[config.mk]
export PLATFORM = sky130hd
export DESIGN_NAME = cordic_scheduler
export DESIGN_NICKNAME = d
export VERILOG_FILES = /design/src/rtl/cordic_scheduler.sv
export SDC_FILE = /design/constraint.sdc
export NUM_CORES = 1
export LEC_CHECK = 0
export ABC_CLOCK_PERIOD_IN_PS = 2200
export BUFFER_PORTS_ARGS = -buffer_cell sky130_fd_sc_hd__buf_4
export CAP_MARGIN = 20
export CORE_MARGIN = 10
export CORE_UTILIZATION = 49
export DETAILED_ROUTE_END_ITERATION = 8
export PLACE_DENSITY = 0.81
export SKIP_LAST_GASP = 1
export SLEW_MARGIN = 20
export SYNTH_ARGS = -nofsm -noshare
export SYNTH_HDL_FRONTEND = slang
export SYNTH_SLANG_ARGS = --single-unit
[constraint.sdc]
create_clock -name clk -period 2.2 [get_ports clk]
set_input_delay 0.44 -clock clk [delete_from_list [all_inputs] [get_ports clk]]
set_output_delay 0.44 -clock clk [all_outputs]
set_load 0.01 [all_outputs]
[src/rtl/cordic_scheduler.sv]
// Sequences the single shared pipelined CORDIC: truncates filter X/Y words, launches one
// conversion at a time, holds one pending sample and gates results while the filters settle.
module cordic_scheduler #(
    parameter int IW          = 32,
    parameter int CW          = 17,
    parameter int LAT         = 18,
    parameter int SETTLE_BASE = 4
) (
    input  logic          clk,
    input  logic          rst,
    input  logic [IW-1:0] x_in,
    input  logic [IW-1:0] y_in,
    input  logic          in_valid,
    input  logic [3:0]    tc,
    input  logic [1:0]    gain,
    output logic [CW-1:0] cx_o,
    output logic [CW-1:0] cy_o,
    output logic          c_start,
    input  logic [CW-1:0] c_mag,
    input  logic [CW-1:0] c_ang,
    output logic [CW-1:0] mag,
    output logic [CW-1:0] ang,
    output logic          out_valid,
    output logic          settled,
    output logic          busy,
    output logic [7:0]    drop_cnt
);

    localparam int WCW = $clog2(LAT);

    typedef enum logic [1:0] {IDLE, LOAD, WAIT, CAPTURE} state_t;

    state_t          state;
    state_t          state_nxt;
    logic [WCW-1:0]  wait_cnt;
    logic            pend_full;
    logic [CW-1:0]   pend_x;
    logic [CW-1:0]   pend_y;
    logic [19:0]     settle_cnt;
    logic [3:0]      tc_q;
    logic [1:0]      gain_q;

    logic            reload;
    logic            launch;
    logic            store;
    logic            drop;
    logic [CW-1:0]   x_trunc;
    logic [CW-1:0]   y_trunc;
    logic            unused_lsbs;

    assign x_trunc     = x_in[IW-1 -: CW];
    assign y_trunc     = y_in[IW-1 -: CW];
    assign unused_lsbs = ^{x_in[IW-CW-1:0], y_in[IW-CW-1:0]};

    assign reload  = (tc != tc_q) || (gain != gain_q);
    // A fresh strobe during CAPTURE is launched directly and takes priority over the buffered sample.
    assign launch  = ((state == IDLE) && in_valid) ||
                     ((state == CAPTURE) && (in_valid || pend_full));
    assign store   = in_valid && ((state == LOAD) || (state == WAIT));
    assign drop    = in_valid && pend_full && (state != IDLE);

    assign c_start = (state == LOAD);
    assign busy    = (state != IDLE);
    assign settled = (settle_cnt == 20'd0);

    always_comb begin
        state_nxt = state;
        case (state)
            IDLE:    if (in_valid) state_nxt = LOAD;
            LOAD:    state_nxt = WAIT;
            WAIT:    if (wait_cnt == '0) state_nxt = CAPTURE;
            CAPTURE: state_nxt = (in_valid || pend_full) ? LOAD : IDLE;
            default: state_nxt = IDLE;
        endcase
    end

    always_ff @(posedge clk) begin
        if (!rst) begin
            state <= IDLE;
        end else begin
            state <= state_nxt;
        end
    end

    // WAIT spans LAT-1 cycles so CAPTURE lines up with the result LAT cycles after c_start.
    always_ff @(posedge clk) begin
        if (!rst) begin
            wait_cnt   <= '0;
            cx_o       <= '0;
            cy_o       <= '0;
            mag        <= '0;
            ang        <= '0;
            out_valid  <= 1'b0;
            pend_full  <= 1'b0;
            pend_x     <= '0;
            pend_y     <= '0;
            drop_cnt   <= 8'd0;
            tc_q       <= 4'd0;
            gain_q     <= 2'd0;
            settle_cnt <= 20'(SETTLE_BASE);
        end else begin
            tc_q      <= tc;
            gain_q    <= gain;
            out_valid <= 1'b0;

            if (state == LOAD) begin
                wait_cnt <= WCW'(LAT - 2);
            end else if (state == WAIT) begin
                wait_cnt <= wait_cnt - WCW'(1);
            end

            if (launch) begin
                cx_o <= in_valid ? x_trunc : pend_x;
                cy_o <= in_valid ? y_trunc : pend_y;
            end

            if (state == CAPTURE) begin
                mag       <= c_mag;
                ang       <= c_ang;
                out_valid <= (settle_cnt == 20'd0);
                pend_full <= 1'b0;
            end else if (store) begin
                pend_x    <= x_trunc;
                pend_y    <= y_trunc;
                pend_full <= 1'b1;
            end

            if (drop && (drop_cnt != 8'hFF)) begin
                drop_cnt <= drop_cnt + 8'd1;
            end

            if (reload) begin
                settle_cnt <= 20'(SETTLE_BASE) << tc;
            end else if ((state == CAPTURE) && (settle_cnt != 20'd0)) begin
                settle_cnt <= settle_cnt - 20'd1;
            end
        end
    end

endmodule

==> results by group, run 1 <==
Synth
  • Total of warnings raised by yosys: 0
  • Post-Synthesis Net Count: 790
  • Total standard cell area after synthesis: 6140 µm²
  • Async set-reset flop share out of synthesis: 0%
  • Flip-flop and latch count after synthesis: 145
  • Top flip-flop cell by instance count after synthesis: sky130_fd_sc_hd__dfxtp_1
  • Cell variety after synth: 53
  • Number of enable flip-flop cells after synthesis: 0
  • Cells after Synth: 674
  • Average footprint of a synthesized cell: 9.11 µm²
  • Portion of the post-synthesis area used by sequential elements: 47.3%

CTS
  • TritonCTS clock tree: done
  • Clk pin slew, worst setup/hold paths: 60 ps
  • Maximum buffer depth of the clock tree: 2
  • Post-CTS Hold Fix Bufs: 0
  • Total CTS buffers: 17
  • Clock net sink count: 145
  • Clock tree root buffer cell: sky130_fd_sc_hd__clkbuf_16
  • Depth of the CTS H-tree: 4
  • Insertion delay of the later-clocked pin in the worst-skew pair: 420 ps

Global route
  • Grt total ovfl: 0
  • Number of global-route vias before repair: 5510
  • Wire length of the first global-routing pass: 26.9 mm
  • Maximum number of pins on one net before global-route repair: 114
  • Aggregate global-route resource usage: 18.7%
  • Number of antenna violations at the first check in global routing: 0

Critical path
  • Category of the worst setup path capture point: primary output
  • Critical path arrival: 1690 ps
  • Class of the most critical setup path: reg -> out
  • CP Launch Type: flip-flop
  • Data required time at the worst endpoint: 1760 ps
  • Highest net fanout along the worst path: 3

Floorplan
  • Die area: 17400 µm²
  • Initial core utilization: 50.5%
  • Site Rows: 40
  • Placeable core area: 12200 µm²
  • Number of placed I/O pins: 187
  • Vert. Die Dim: 132 µm
  • Horiz. Die Dim: 132 µm

Detailed routing
  • Detailed-route wire length: 16.7 mm
  • Routed WL per cell: 16.6 µm
  • Iteration-0 DRC Markers: 435
  • Vias per Instance: 5.40
  • Antenna-violating nets left: 0
  • First-pass iteration count of the detailed router: 5
  • Residual DRC: 0
  • Number of vias in the routed layout: 5421

Timing
  • Largest clock skew in the final design: 7.76 ps
  • Slew of the pin with the lowest slew margin: 725 ps
  • Count of endpoints failing setup in the final report: 0
  • Final critical delay including setup and external delays: 2130 ps
  • Setup repair after global routing missed its margin: false
  • Slew headroom: 51.7%
  • Slew Viols, Final: 0
  • Least setup slack across all paths after layout: 74.6 ps
  • Final clock period utilization by the worst path: 96.6%
  • Final hold violation count: 0
  • Max Fclk: 0.471 GHz
  • Final setup TNS: 0 ps

Placement
  • Count of buffers from port buffering: 156
  • Count of placed standard cells including taps: 968
  • Post-placement worst setup slack: 243 ps
  • Routability cong.: 0.909
  • Post-detailed-placement half-perimeter wirelength: 11.7 mm

Pwr
  • Leakage power of the design: 3.29 nW
  • Power density relative to cell area: 1140 nW/µm²
  • Peak VDD IR: 0.000646 V

Cells and area
  • Most used cells in the layout excluding fill and tap cells: 171 x sky130_fd_sc_hd__buf_4, 145 x sky130_fd_sc_hd__dfxtp_1, 95 x sky130_fd_sc_hd__nor2_1
  • Proportion of layout cells with a drive suffix above 1: 26.4%
  • Antenna cells: 0
  • Final standard cell count with taps included and fillers excluded: 1004
  • NumNets Final: 939
  • Leading cell type in the layout, fill and taps excluded: sky130_fd_sc_hd__buf_4
  • Layout area overhead: 32.5%

Job
  • Max-cap violations: 0

Hold path
  • Kind of path behind the tightest hold check: in -> reg

Run status
  • Outcome: finished, final reports clean
==> layout make-up <==
class / count / area (µm²)
repair buffers: 172 / 1300
multi-input cells: 473 / 3020
flip-flops and latches: 145 / 2900
inverters: 14 / 53.8
clock buffers: 18 / 429
well taps: 168 / 210
clock inverters: 14 / 214
fillers: 947 / 4030
==> power by group <==
part	leakage [nW]	total [mW]	internal, mW	switching, mW
clock	0.306	3.13	2.01	1.12
combinational	1.81	2.66	1.17	1.49
sequential	1.18	3.46	3.14	0.322
total	3.29	9.25	6.32	2.93
==> cells by family after synthesis <==
logic type                 count (synthesis)  share of synthesized area (%)
and+or+nand+nor                          249                           19.1
DFF                                      145                           47.3
AOI/OAI and AO/OA                        116                           12.4
muxes                                     70                           11.4
buffers and inverters                     56                           3.87
xor gates and xnor gates                  29                           4.14
adders and majority gates                  9                           1.83
==> what timing repair did <==
item,4_1_cts,5_1_grt
pin swaps,1,2
hold endpoints to repair,0,0
endpoints found under the setup margin,1,1
buffers inserted,2,2
resized for setup,4,0
==> path summary, 6_finish.rpt <==
| kind | slack, ps | cells past startpoint | start | end |
|---|---|---|---|---|
| max | 70 | 4 | settle_cnt[7]$_SDFFE_PN0P_ | settled |
| min | 240 | 2 | gain[0] | gain_q[0]$_SDFF_PN0_ |
| max reg2reg | 220 | 6 | state[0]$_SDFFE_PN0P_ | pend_y[12]$_SDFFE_PN0P_ |
| min reg2reg | 450 | 2 | pend_y[15]$_SDFFE_PN0P_ | pend_y[15]$_SDFFE_PN0P_ |
==> sequential cells by signal, summed over array words and instances, names as in the netlist <==
name / cells
mag: 17
gain_q: 2
wait_cnt: 5
state: 2
pend_x: 17
out_valid: 1
cx_o: 17
ang: 17
tc_q: 4
pend_y: 17
pend_full: 1
cy_o: 17
settle_cnt: 20
drop_cnt: 8
==> critical path, cell delays in order (launching register included) <==
cell                      delay, ps
sky130_fd_sc_hd__dfxtp_1        350
sky130_fd_sc_hd__nor4_4         370
sky130_fd_sc_hd__and4b_2        290
sky130_fd_sc_hd__and2_1         140
sky130_fd_sc_hd__buf_4          120
==> through the flow <==
step	utilization (%)	instance area, µm²	hold WS (ps)	total power, mW
2_1_floorplan	-	6140	436	5.09
3_3_place_gp	61.2	7450	441	6.02
3_5_place_dp	61.2	7450	447	6.16
4_1_cts	66.7	8120	223	9.32
5_1_grt	66.9	8130	242	9.77
6_report	66.9	8130	240	9.25
==> metal layers <==
layer / GRT usage (%) / up-vias / part of all wire (%)
met5: 0 / - / 0
met4: 10.2 / 0 / 2.7
met3: 6.36 / 38 / 7.2
met2: 32.2 / 186 / 51
met1: 19.7 / 2562 / 39
li1: - / 2635 / -
==> synthesized netlist by cell type, types with 4 or more instances <==
library cell / number / area (µm²)
sky130_fd_sc_hd__ha_1: 9 / 113
sky130_fd_sc_hd__a211oi_1: 36 / 270
sky130_fd_sc_hd__nand2_1: 86 / 323
sky130_fd_sc_hd__a21oi_1: 45 / 225
sky130_fd_sc_hd__inv_1: 13 / 48.8
sky130_fd_sc_hd__mux2i_1: 70 / 701
sky130_fd_sc_hd__and2_1: 9 / 56.3
sky130_fd_sc_hd__nor2_1: 96 / 360
sky130_fd_sc_hd__nand2b_1: 4 / 25.0
sky130_fd_sc_hd__nor3_1: 8 / 40.0
sky130_fd_sc_hd__xnor2_1: 17 / 149
sky130_fd_sc_hd__nand4_1: 9 / 56.3
sky130_fd_sc_hd__o32ai_1: 8 / 70.1
sky130_fd_sc_hd__dfxtp_1: 145 / 2900
sky130_fd_sc_hd__xor2_1: 12 / 105
sky130_fd_sc_hd__nor3b_1: 4 / 30.0
sky130_fd_sc_hd__nand3_1: 7 / 35.0
sky130_fd_sc_hd__buf_2: 13 / 65.1
sky130_fd_sc_hd__clkbuf_1: 24 / 90.1
sky130_fd_sc_hd__o21ai_0: 9 / 45.0
Power figures use the tool's default switching activity.
==> run 2, diff against run 1 <==
--- a/config.mk
+++ b/config.mk
@@ -8,10 +8,12 @@
 export ABC_CLOCK_PERIOD_IN_PS = 2200
 export BUFFER_PORTS_ARGS = -buffer_cell sky130_fd_sc_hd__buf_4
 export CAP_MARGIN = 20
+export CELL_PAD_IN_SITES_DETAIL_PLACEMENT = 1
+export CELL_PAD_IN_SITES_GLOBAL_PLACEMENT = 2
 export CORE_MARGIN = 10
-export CORE_UTILIZATION = 49
+export CORE_UTILIZATION = 30
 export DETAILED_ROUTE_END_ITERATION = 8
-export PLACE_DENSITY = 0.81
+export PLACE_DENSITY = 0.83
 export SKIP_LAST_GASP = 1
 export SLEW_MARGIN = 20
 export SYNTH_ARGS = -nofsm -noshare
==> run 2 against run 1 <==
  * Count of clock-buffer cells in the layout is 1 higher
  * Global-route usage down 5.1 points
  * Fmax grew 1.6%
  * Setup slack better by 34 ps
  * Total power barely moved
  * Cell count grew 10%
  * Critical path depth is the same
  * First-iteration DRC count shrank 55%
  * Critical path type unchanged
  * Critical endpoint unchanged
  * Largest power group unchanged
==> results by group, run 2 (same netlist as run 1, synthesis figures left out) <==
Critical path
  • Category of the worst setup path capture point: primary output
  • R2R depth: 6
  • Startpoint of the lowest-slack register-to-register path: state[0]$_SDFFE_PN0P_
  • R2r setup slk: 320 ps
  • Data required time at the worst endpoint: 1760 ps
  • Class of the most critical setup path: reg -> out
  • CP Launch Type: flip-flop
  • Highest net fanout along the worst path: 5
  • Critical path arrival: 1650 ps
  • End of the worst register-to-register path: settle_cnt[15]$_SDFFE_PN0P_

Detailed routing
  • Residual DRC: 0
  • First-pass iteration count of the detailed router: 5
  • Number of vias in the routed layout: 5220
  • Detailed-route wire length: 18.2 mm
  • Routed WL per cell: 16.4 µm
  • Vias per Instance: 4.72
  • Iteration-0 DRC Markers: 195
  • Antenna-violating nets left: 0

Cells and area
  • Layout area overhead: 34.8%
  • Total area of multi-input combinational cells: 3020 µm²
  • Max FFs per register: 20
  • Leading cell type in the layout, fill and taps excluded: sky130_fd_sc_hd__buf_4
  • Seq. cell area: 2900 µm²
  • Proportion of layout cells with a drive suffix above 1: 26.4%
  • Most used cells in the layout excluding fill and tap cells: 168 x sky130_fd_sc_hd__buf_4, 144 x sky130_fd_sc_hd__dfxtp_1, 95 x sky130_fd_sc_hd__nor2_1
  • Final instance area: 8270 µm²
  • Number of fill cells: 2378
  • Register with the most flip-flops: settle_cnt
  • Final standard cell count with taps included and fillers excluded: 1106
  • Antenna cells: 0
  • NumNets Final: 939

Hold path
  • Launch point of the worst hold path: gain[0]
  • Hold Path End: gain_q[0]$_SDFF_PN0_
  • Number of instances on the worst hold path: 2
  • Kind of path behind the tightest hold check: in -> reg

Job
  • Max-cap violations: 0

Placement
  • Post-placement worst setup slack: 182 ps
  • Post-detailed-placement half-perimeter wirelength: 12.9 mm
  • Routability cong.: 0.777
  • Count of buffers from port buffering: 156
  • Area of placed instances: 7630 µm²
  • Count of placed standard cells including taps: 1072

CTS
  • Insertion delay of the later-clocked pin in the worst-skew pair: 420 ps
  • Depth of the CTS H-tree: 4
  • Clock tree root buffer cell: sky130_fd_sc_hd__clkbuf_16
  • TritonCTS clock tree: done
  • Clk pin slew, worst setup/hold paths: 60 ps
  • Total CTS buffers: 17
  • Clock net sink count: 145
  • Maximum buffer depth of the clock tree: 2

Global route
  • Number of antenna violations at the first check in global routing: 0
  • Maximum number of pins on one net before global-route repair: 114
  • Wire length of the first global-routing pass: 29.1 mm
  • Number of global-route vias before repair: 5399
  • Grt total ovfl: 0
  • Aggregate global-route resource usage: 13.6%

Timing
  • Slew of the pin with the lowest slew margin: 615 ps
  • Final hold violation count: 0
  • Count of endpoints failing setup in the final report: 0
  • Final clock period utilization by the worst path: 95.1%
  • Final critical delay including setup and external delays: 2090 ps
  • Slew Viols, Final: 0
  • Slew headroom: 59.0%
  • Largest clock skew in the final design: 13.4 ps
  • Max Fclk: 0.478 GHz
  • Least setup slack across all paths after layout: 109 ps
  • Setup repair after global routing missed its margin: true

Pwr
  • Portion of total power attributed to combinational logic: 29.7%
  • Peak VDD IR: 0.000722 V
  • Power density relative to cell area: 1120 nW/µm²
  • Internal Pwr Total: 6.22 mW
  • Flop pwr share: 37.3%
  • Clock power share: 32.9%
  • Sw Pwr: 3.03 mW
  • Leakage power of the design: 3.30 nW
  • Switching share of power: 32.7%

Floorplan
  • Horiz. Die Dim: 163 µm
  • Number of placed I/O pins: 187
  • Vert. Die Dim: 163 µm
  • Placeable core area: 20200 µm²
  • Site Rows: 52
  • Initial core utilization: 30.4%
  • Die area: 26600 µm²

Run status
  • Outcome: finished, final reports clean
run 2: worst max-delay path: stages, from the launching register on:
cell,delay [ps]
sky130_fd_sc_hd__dfxtp_1,380
sky130_fd_sc_hd__nor4_4,370
sky130_fd_sc_hd__and4b_1,250
sky130_fd_sc_hd__and2_1,130
sky130_fd_sc_hd__buf_4,110
run 2: worst max-delay path by stage:
stage	from	end	slack, ps	depth (start not counted)
floorplan	state[0]$_SDFFE_PN0P_	pend_y[2]$_SDFFE_PN0P_	490	8
global placement	state[0]$_SDFFE_PN0P_	pend_x[2]$_SDFFE_PN0P_	230	6
detailed placement	state[0]$_SDFFE_PN0P_	pend_y[6]$_SDFFE_PN0P_	180	6
CTS	settle_cnt[0]$_SDFFE_PN0P_	settled	10	6
global route	settle_cnt[0]$_SDFFE_PN0P_	settled	-10	6
finish	settle_cnt[4]$_SDFFE_PN0P_	settled	110	4
run 2: stage by stage:
stage	power [mW]	utilization, %	setup TNS, ps	hold slack, ps
final	9.25	41.0	0	242
after global routing	9.86	41.0	-14.1	242
after CTS	9.40	41.0	0	226
after detailed placement	6.31	37.8	0	448
after global placement	6.25	37.8	0	441
after floorplan	5.09	-	0	436
run 2: cell type report:
type | count | area share (%)
clock buffer | 19 | 5.35
clock inverter | 13 | 2.10
inverter | 14 | 0.650
multi-input combinational | 473 | 36.5
sequential | 145 | 35.1
tap | 270 | 4.08
timing repair buffer | 172 | 16.2
run 2: metal layers:
layer / vias up / GRT usage [%] / part of all wire (%)
met4: 0 / 4.75 / 1.5
li1: 2631 / - / -
met3: 20 / 4.05 / 4.6
met1: 2480 / 15.8 / 43
met2: 89 / 23.2 / 51
met5: - / 0 / 0
run 2: power groups by stage:
| stage | clock [mW] | combinational [mW] | sequential, mW |
|---|---|---|---|
| global placement | 0 | 2.75 | 3.50 |
| floorplan | 0 | 1.52 | 3.57 |
| global route | 3.24 | 3.10 | 3.52 |
| finish | 3.05 | 2.75 | 3.45 |
| CTS | 3.12 | 2.82 | 3.46 |
| detailed placement | 0 | 2.80 | 3.51 |
run 2: repair_timing:
item                       in CTS  in global routing
resized for setup               3                  2
gates cloned                    0                  0
buffers inserted                1                  1
pin swaps                       0                  0
setup endpoints to repair       1                  6
hold buffers                    0                  0
==> run 3, diff against run 2 <==
--- a/config.mk
+++ b/config.mk
@@ -10,7 +10,7 @@
 export CAP_MARGIN = 20
 export CELL_PAD_IN_SITES_DETAIL_PLACEMENT = 1
 export CELL_PAD_IN_SITES_GLOBAL_PLACEMENT = 2
-export CORE_MARGIN = 10
+export CORE_MARGIN = 1.5
 export CORE_UTILIZATION = 30
 export DETAILED_ROUTE_END_ITERATION = 8
 export PLACE_DENSITY = 0.83
==> run 3 against run 2 <==
  * Setup slack worse by 11 ps
  * Register-to-register slack worse by 80 ps
  * First-iteration DRC count is 23% lower
==> results by group, run 3 (same netlist as run 1, synthesis figures left out) <==
Critical path
  • Critical path arrival: 1660 ps
  • CP Launch Type: flip-flop
  • R2R depth: 6
  • Category of the worst setup path capture point: primary output
  • End of the worst register-to-register path: pend_x[8]$_SDFFE_PN0P_
  • Class of the most critical setup path: reg -> out
  • Data required time at the worst endpoint: 1760 ps
  • R2r setup slk: 240 ps
  • Worst setup path start: settle_cnt[1]$_SDFFE_PN0P_
  • Highest net fanout along the worst path: 4
  • Startpoint of the lowest-slack register-to-register path: state[0]$_SDFFE_PN0P_
  • Capture point of the critical path: settled

Job
  • Max-cap violations: 0

Global route
  • Number of global-route vias before repair: 5319
  • Wire length of the first global-routing pass: 27.8 mm
  • Maximum number of pins on one net before global-route repair: 114
  • Grt total ovfl: 0
  • Aggregate global-route resource usage: 16.2%
  • Number of antenna violations at the first check in global routing: 0

CTS
  • Clk pin slew, worst setup/hold paths: 60 ps
  • TritonCTS clock tree: done
  • Post-CTS Hold Fix Bufs: 0
  • Total CTS buffers: 17
  • Insertion delay of the later-clocked pin in the worst-skew pair: 420 ps
  • Clock net sink count: 145
  • Maximum buffer depth of the clock tree: 2
  • Depth of the CTS H-tree: 4
  • Clock tree root buffer cell: sky130_fd_sc_hd__clkbuf_16

Floorplan
  • Initial core utilization: 30.4%
  • Die area: 21300 µm²
  • Placeable core area: 20200 µm²
  • Horiz. Die Dim: 146 µm
  • Number of placed I/O pins: 187
  • Site Rows: 52
  • Vert. Die Dim: 146 µm

Placement
  • Routability cong.: 0.767
  • Count of buffers from port buffering: 156
  • Post-detailed-placement half-perimeter wirelength: 11.3 mm
  • Area of placed instances: 7640 µm²

Detailed routing
  • Iteration-0 DRC Markers: 150
  • Routed WL per cell: 15.2 µm
  • Met3 WL: 757 µm
  • Metal2 WL: 8.16 mm
  • Number of vias in the routed layout: 5247
  • First-pass iteration count of the detailed router: 4
  • Residual DRC: 0
  • Detailed-route wire length: 16.8 mm
  • M1 wire length: 7.65 mm
  • Antenna-violating nets left: 0
  • Vias per Instance: 4.74
  • Highest layer used for signal routing: met4

Timing
  • Largest clock skew in the final design: 8.47 ps
  • Final clock period utilization by the worst path: 95.6%
  • Slew headroom: 57.4%
  • Max Fclk: 0.476 GHz
  • Final critical delay including setup and external delays: 2100 ps
  • Final hold violation count: 0
  • Slew Viols, Final: 0
  • Slew of the pin with the lowest slew margin: 639 ps
  • Count of endpoints failing setup in the final report: 0
  • Final setup TNS: 0 ps

Pwr
  • Peak VDD IR: 0.000533 V
  • Leakage power of the design: 3.28 nW
  • Power density relative to cell area: 1100 nW/µm²

Cells and area
  • Register with the most flip-flops: settle_cnt
  • Antenna cells: 0
  • Share of the core filled with cells: 40.8%
  • Final instance area: 8240 µm²
  • Most used cells in the layout excluding fill and tap cells: 171 x sky130_fd_sc_hd__buf_4, 144 x sky130_fd_sc_hd__dfxtp_1, 95 x sky130_fd_sc_hd__nor2_1
  • Max FFs per register: 20
  • Number of fill cells: 2381
  • Layout area overhead: 34.1%
  • Proportion of layout cells with a drive suffix above 1: 26.7%
  • Leading cell type in the layout, fill and taps excluded: sky130_fd_sc_hd__buf_4
  • NumNets Final: 941

Hold path
  • Kind of path behind the tightest hold check: in -> reg

Run status
  • Outcome: finished, final reports clean
-- run 3: worst max-delay path, stage by stage (launching register included) --
cell,delay [ps]
sky130_fd_sc_hd__dfxtp_1,340
sky130_fd_sc_hd__inv_1,90
sky130_fd_sc_hd__ha_1,140
sky130_fd_sc_hd__nor4b_4,240
sky130_fd_sc_hd__and2_4,200
sky130_fd_sc_hd__and2_1,120
sky130_fd_sc_hd__buf_4,120
-- run 3: worst min path at each step --
stage / to / start / slack (ps) / depth (start not counted)
finish: gain_q[1]$_SDFF_PN0_ / gain[1] / 230 / 2
floorplan: pend_x[0]$_SDFFE_PN0P_ / pend_x[0]$_SDFFE_PN0P_ / 440 / 2
global route: gain_q[1]$_SDFF_PN0_ / gain[1] / 220 / 2
global placement: pend_x[12]$_SDFFE_PN0P_ / pend_x[12]$_SDFFE_PN0P_ / 440 / 2
detailed placement: pend_y[11]$_SDFFE_PN0P_ / pend_y[11]$_SDFFE_PN0P_ / 450 / 2
CTS: gain_q[1]$_SDFF_PN0_ / gain[1] / 210 / 2
-- run 3: area by class of cell --
type,count,area (µm²),share of cell area [%]
sequential,145,2900,35.3
timing repair buffer,174,1340,16.3
clock buffer,17,425,5.17
inverter,14,53.8,0.653
multi-input combinational,473,3020,36.7
tap,270,338,4.10
clock inverter,15,150,1.82
-- run 3: per-stage QoR --
step | power, mW | worst slack (ps) | cells | hold WS [ps]
2_1_floorplan | 5.09 | 491 | 674 | 436
3_3_place_gp | 6.19 | 206 | 1075 | 441
3_5_place_dp | 6.26 | 142 | 1075 | 449
4_1_cts | 9.17 | 8.98 | 1107 | 213
5_1_grt | 9.63 | -5.81 | 1108 | 222
6_report | 9.02 | 97.3 | 1108 | 234
-- run 3: metal layers --
layer	up-vias	GRT usage, %
li1	2633	-
met1	2518	19.9
met2	79	27.2
met3	17	4.28
met4	0	6.26
met5	-	0
-- run 3: report_power, final --
group	switching, mW	leakage [nW]	internal (mW)
registers	0.292	1.18	3.14
clock network	1.27	0.275	1.59
logic	1.51	1.83	1.22
-- run 3: what timing repair did --
item	4_1_cts	5_1_grt
gates resized for setup	3	2
setup endpoints to repair	1	34
setup buffers	0	1
pin swaps	0	0
